**config.mk**
```make
export PLATFORM = sky130hd
export DESIGN_NAME = nibble_serial_add_ctrl
export DESIGN_NICKNAME = d
export VERILOG_FILES = /design/src/rtl/nibble_serial_add_ctrl_pkg.sv /design/src/rtl/nibble_serial_add_ctrl.sv
export SDC_FILE = /design/constraint.sdc
export NUM_CORES = 1
export LEC_CHECK = 0
export ABC_CLOCK_PERIOD_IN_PS = 2300
export CAP_MARGIN = 20
export CORE_ASPECT_RATIO = 0.9
export CORE_UTILIZATION = 45
export DETAILED_ROUTE_END_ITERATION = 6
export GPL_ROUTABILITY_DRIVEN = 0
export GPL_TIMING_DRIVEN = 0
export PLACE_DENSITY = 0.76
export SLEW_MARGIN = 20
export SYNTH_ARGS = -nofsm -noshare
export SYNTH_HDL_FRONTEND = slang
export SYNTH_SLANG_ARGS = --single-unit
```
**constraint.sdc**
```tcl
create_clock -name i_clk -period 2.3 [get_ports i_clk]
set_input_delay 0.23 -clock i_clk [delete_from_list [all_inputs] [get_ports i_clk]]
set_output_delay 0.23 -clock i_clk [all_outputs]
set_load 0.05 [all_outputs]
```
**src/rtl/nibble_serial_add_ctrl_pkg.sv**
```systemverilog
// Shared definitions for the nibble-serial add controller.
// Holds the controller state encoding, the adder slice width and a helper
// that derives the number of slices from the operand width.
package nibble_serial_add_ctrl_pkg;

  // Width of one adder slice (the external adder is 4 bits wide).
  localparam int NIB_W = 4;

  // Controller states.
  typedef enum logic [1:0] {
    ST_IDLE  = 2'd0,
    ST_ISSUE = 2'd1,
    ST_WAIT  = 2'd2,
    ST_DONE  = 2'd3
  } state_e;

  // Number of nibble slices needed to cover an operand of the given width.
  function automatic int num_slices(input int width);
    return width / NIB_W;
  endfunction

endpackage

```
**src/rtl/nibble_serial_add_ctrl.sv**
```systemverilog
// nibble_serial_add_ctrl
// Adds two WIDTH-bit operands by feeding them LSB-first, one nibble at a time,
// through an external 4-bit adder with ADD_LAT cycles of latency. Each slice's
// carry-out is chained into the next slice's carry-in.
//
// Ports:
//   i_clk, i_rst              clock, asynchronous active-high reset
//   i_in_valid / o_in_ready   operand handshake (ready only when idle)
//   i_in_a, i_in_b, i_in_cin  operands and initial carry-in
//   o_add_a, o_add_b, o_add_cin   nibble and carry to the adder (0 unless issuing)
//   i_add_sum, i_add_cout     adder result, valid ADD_LAT cycles after issue
//   o_out_valid / i_out_ready result handshake
//   o_out_sum, o_out_cout     WIDTH-bit sum and final carry-out
module nibble_serial_add_ctrl
  import nibble_serial_add_ctrl_pkg::*;
#(
  parameter int WIDTH   = 16,
  parameter int ADD_LAT = 2
) (
  input  logic             i_clk,
  input  logic             i_rst,
  input  logic             i_in_valid,
  output logic             o_in_ready,
  input  logic [WIDTH-1:0] i_in_a,
  input  logic [WIDTH-1:0] i_in_b,
  input  logic             i_in_cin,
  output logic [NIB_W-1:0] o_add_a,
  output logic [NIB_W-1:0] o_add_b,
  output logic             o_add_cin,
  input  logic [NIB_W-1:0] i_add_sum,
  input  logic             i_add_cout,
  output logic             o_out_valid,
  input  logic             i_out_ready,
  output logic [WIDTH-1:0] o_out_sum,
  output logic             o_out_cout
);

  localparam int N     = num_slices(WIDTH);
  localparam int CNT_W = $clog2(ADD_LAT + 1);
  localparam int IDX_W = (N > 1) ? $clog2(N) : 1;

  localparam logic [IDX_W-1:0] LAST_IDX = IDX_W'(N - 1);
  localparam logic [IDX_W-1:0] IDX_ONE  = IDX_W'(1);
  localparam logic [CNT_W-1:0] LAT_LD   = CNT_W'(ADD_LAT);
  localparam logic [CNT_W-1:0] CNT_ONE  = CNT_W'(1);

  state_e           r_state;
  state_e           w_state_nxt;
  logic [WIDTH-1:0] r_a;
  logic [WIDTH-1:0] r_b;
  logic [WIDTH-1:0] r_result;
  logic             r_carry;
  logic [CNT_W-1:0] r_cnt;
  logic [IDX_W-1:0] r_idx;

  logic             w_accept;
  logic             w_capture;
  logic             w_last;
  logic             w_in_ready;
  logic             w_out_valid;
  logic [NIB_W-1:0] w_add_a;
  logic [NIB_W-1:0] w_add_b;
  logic             w_add_cin;

  assign w_last = (r_idx == LAST_IDX);

  // State register.
  always_ff @(posedge i_clk or posedge i_rst) begin
    if (i_rst) begin
      r_state <= ST_IDLE;
    end else begin
      r_state <= w_state_nxt;
    end
  end

  // Next-state logic and state-decoded handshake/adder outputs.
  always_comb begin
    w_state_nxt = r_state;
    w_in_ready  = 1'b0;
    w_out_valid = 1'b0;
    w_add_a     = '0;
    w_add_b     = '0;
    w_add_cin   = 1'b0;
    w_accept    = 1'b0;
    w_capture   = 1'b0;
    case (r_state)
      ST_IDLE: begin
        // in_ready is held low while reset is asserted.
        w_in_ready = ~i_rst;
        w_accept   = i_in_valid & ~i_rst;
        if (w_accept) begin
          w_state_nxt = ST_ISSUE;
        end else begin
          w_state_nxt = ST_IDLE;
        end
      end
      ST_ISSUE: begin
        w_add_a     = r_a[r_idx*NIB_W +: NIB_W];
        w_add_b     = r_b[r_idx*NIB_W +: NIB_W];
        w_add_cin   = r_carry;
        w_state_nxt = ST_WAIT;
      end
      ST_WAIT: begin
        // Counter is loaded with ADD_LAT on issue, so a value of 1 marks
        // the cycle in which the adder presents this slice's result.
        if (r_cnt == CNT_ONE) begin
          w_capture = 1'b1;
          if (w_last) begin
            w_state_nxt = ST_DONE;
          end else begin
            w_state_nxt = ST_ISSUE;
          end
        end else begin
          w_state_nxt = ST_WAIT;
        end
      end
      ST_DONE: begin
        w_out_valid = 1'b1;
        if (i_out_ready) begin
          w_state_nxt = ST_IDLE;
        end else begin
          w_state_nxt = ST_DONE;
        end
      end
      default: begin
        w_state_nxt = ST_IDLE;
      end
    endcase
  end

  // Operand, result, carry, wait-counter and slice-index registers.
  always_ff @(posedge i_clk or posedge i_rst) begin
    if (i_rst) begin
      r_a      <= '0;
      r_b      <= '0;
      r_result <= '0;
      r_carry  <= 1'b0;
      r_cnt    <= '0;
      r_idx    <= '0;
    end else begin
      if (w_accept) begin
        r_a      <= i_in_a;
        r_b      <= i_in_b;
        r_carry  <= i_in_cin;
        r_idx    <= '0;
        r_result <= '0;
      end
      if (r_state == ST_ISSUE) begin
        r_cnt <= LAT_LD;
      end else if (r_state == ST_WAIT) begin
        r_cnt <= r_cnt - CNT_ONE;
      end
      if (w_capture) begin
        r_result[r_idx*NIB_W +: NIB_W] <= i_add_sum;
        r_carry                        <= i_add_cout;
        if (!w_last) begin
          r_idx <= r_idx + IDX_ONE;
        end
      end
    end
  end

  assign o_in_ready  = w_in_ready;
  assign o_out_valid = w_out_valid;
  assign o_add_a     = w_add_a;
  assign o_add_b     = w_add_b;
  assign o_add_cin   = w_add_cin;
  assign o_out_sum   = r_result;
  assign o_out_cout  = r_carry;

endmodule

```
==> flow_metrics.py <==
metrics = {
    "cts": {
        "cts_setup_buffers": 0,
        "clkTransAtPathRegs_ns": 0.10,
        "cts_buffers": 5,
        "cts_buffer_depth": 2,
        "cts_root_buf": "clkbuf_8",
        "cts_sinks": 55,
        "clkLatencyLatePin_ns": 0.31,
        "cts_tree": "built",
        "h-tree-depth": 2,
    },
    "power": {
        "p_seq_share_pct": 41.1,
        "power-per-cell-area_nw_per_um2": 1050,
        "p_comb_share_pct": 44.1,
        "intPower_w": 0.00224,
        "swShare_pct": 38.7,
        "clkPwrFrac_pct": 14.8,
        "p_switching_w": 0.00142,
        "p_leak_nw": 1.67,
        "ir_drop_v": 0.000601,
    },
    "setup_path": {
        "start_kind": "flip-flop",
        "reg2reg_from": "r_idx[0]",
        "crit_type": "reg -> out",
        "worstPathRequired_ns": 2.07,
        "r2r_setup_slack_ns": 0.26,
        "cp_max_fo": 9,
        "crit_start": "r_idx[1]",
        "cp-end-kind": "primary output",
        "critical_path.endpoint": "o_add_a[3]",
        "crit_arrival_ns": 1.96,
        "r2r-end": "o_out_sum[11]",
        "worstRegToRegCells": 7,
    },
    "yosys": {
        "synth.most_common_cell": "nand2_1",
        "ys_warn_count": 0,
        "synth.area.top_cells": "dfrtp_1, nand2_1, mux4_1",
        "yosys.area.top_type": "dfrtp_1",
        "ys_top_cells_by_count": "nand2_1, dfrtp_1, a22o_1",
        "netlist.area_leader.share_pct": 52.4,
        "ys_ff_latch": 55,
        "postSynthAreaPerCell_sq_um": 10.5,
        "synth_edf_count": 0,
        "syn_area_sq_um": 2630,
        "synth.net_count": 301,
        "netlist_instances": 249,
        "synth.distinct_cells": 29,
        "yosysSeqAreaShare_pct": 52.4,
        "synth_ff_type": "dfrtp_1",
        "async_flop_share_pct": 100,
    },
    "cells_and_area": {
        "multi_input_area_sq_um": 1150,
        "nFillCells": 496,
        "areaGrowthSynthToFinish_pct": 33.1,
        "regArea_sq_um": 1380,
        "n_antenna_cell": 0,
        "final_cells": 394,
        "drive_gt1_share_pct": 10.8,
        "design_area_sq_um": 3490,
        "layout.nets": 376,
    },
    "place": {
        "pre_cts_slack_ns": -0.000804,
        "portBuffers": 69,
        "dpl.cell_count": 388,
        "place_area_sq_um": 3410,
        "place_hpwl_microns": 4110,
    },
    "die": {
        "die_h_microns": 74.5,
        "io_pins": 70,
        "start_util_pct": 46.4,
        "num_rows": 26,
        "die_area_sq_um": 6150,
        "core_area_sq_um": 5660,
        "die_w_microns": 82.5,
    },
    "sta": {
        "worst_pin_slew_ns": 0.667,
        "whs_ns": 0.426,
        "setup_viol": 0,
        "fin_ws_ns": 0.105,
        "drv_slew": 0,
        "period_share_pct": 95.4,
        "period_minus_slack_ns": 2.19,
        "max_slew_margin_pct": 55.5,
        "fin_skew_ns": 0.00681,
        "rsz0062_at_grt": "no",
        "final_hold_viol_count": 0,
        "max_freq_mhz": 456,
    },
    "routing": {
        "wl_per_cell_microns": 14.4,
        "viasPerCell": 5.07,
        "drt_first_pass_iters": 6,
        "route.detailed.drc": 0,
        "vias": 1998,
        "routed_wl_microns": 5680,
        "ant_nets": 0,
        "drt_iter0_drc": 87,
    },
    "grt": {
        "grt_pass1_wl_microns": 9600,
        "grt_overflow": 0,
        "grt_pass1_vias": 2090,
        "grt_start_max_net_pins": 56,
        "antenna_found_initial": 0,
        "grt_usage_pct": 21.2,
    },
    "run_status": {
        "status": "complete, no violations",
    },
    "min_path": {
        "min_path_type": "in -> async",
    },
    "run": {
        "maxCapViolCount": 0,
    },
}
==> area by class of cell <==
type	count	area share [%]
Timing Repair Buffer	69	19.8
Sequential cell	55	39.4
Inverter	6	0.716
Clock buffer	6	2.36
Tap cell	70	2.51
Multi-Input combinational cell	176	32.9
Clock inverter	1	0.143
Buffer	11	2.22
==> layer usage <==
layer	share of wire, %	up-vias	GRT usage [%]	wire, microns
li1	-	986	-	-
met1	47	955	29.1	2700
met2	47	52	33.6	2650
met3	4.6	5	3.80	263
met4	1.2	0	8.43	68
met5	0	-	0	0
==> worst max-delay path, cell delays in order (launching register included) <==
cell and delay, ns:
dfrtp_1 0.38, clkbuf_4 0.24, mux4_1 0.55, and2_1 0.16, clkdlybuf4s15_2 0.32
==> power by group through the flow <==
stage / Clock (W) / Combinational (W) / Sequential, W
after CTS: 0.000557 / 0.00163 / 0.00150
after floorplan: 0 / 0.00108 / 0.00160
after global placement: 0 / 0.00160 / 0.00150
after detailed placement: 0 / 0.00164 / 0.00152
after global routing: 0.000592 / 0.00179 / 0.00154
final: 0.000541 / 0.00161 / 0.00150
==> logic make-up after synthesis <==
group | Yosys count | share of synthesized area [%]
compound gates | 27 | 7.81
fa+ha+maj | 10 | 4.76
buf+inv | 18 | 3.86
flops | 55 | 52.4
mux | 10 | 8.53
simple gates | 129 | 22.6
==> sequential cells by signal, indices dropped and copies added, names as in the netlist <==
name,cells
r_cnt,2
o_out_cout,1
o_out_sum,16
r_b,16
r_state,2
r_idx,2
r_a,16
==> worst min-delay path by stage <==
| stage | start | end | slack [ns] | cells past startpoint |
|---|---|---|---|---|
| floorplan | i_in_a[0] | r_a[0] | 0.34 | 2 |
| global placement | r_b[11] | r_b[11] | 0.45 | 2 |
| detailed placement | r_b[6] | r_b[6] | 0.46 | 2 |
| CTS | i_in_b[5] | r_b[5] | 0.44 | 3 |
| global route | i_in_b[10] | r_b[10] | 0.45 | 3 |
| finish | i_rst | r_state[0] | 0.43 | 2 |
==> per-stage QoR <==
| stage | setup TNS, ns | total power [W] | utilization [%] |
|---|---|---|---|
| floorplan | 0 | 0.00268 | - |
| finish | 0 | 0.00366 | 61.7 |
| global route | 0 | 0.00392 | 61.7 |
| detailed placement | -0.000804 | 0.00316 | 60.2 |
| global placement | -18.05 | 0.00310 | 60.1 |
| CTS | 0 | 0.00369 | 61.9 |
==> layout by cell type (no fill, tap or decap), drive strengths merged, types with 4 or more instances in the layout <==
master	synthesis	final
buf	10	11
clkdlybuf4s50	0	59
dfrtp	55	55
a22o	16	16
inv	6	6
clkdlybuf4s15	0	7
clkbuf	2	8
and2	11	11
nand2	103	103
mux4	8	8
o21ai	4	4
ha	10	10
==> timing repair <==
action | CTS | global route
resized for setup | 27 | 6
hold buffers | 0 | 0
endpoints found under the setup margin | 9 | 10
pin swaps | 0 | 0
No activity file was read; power rests on OpenSTA's default activity.
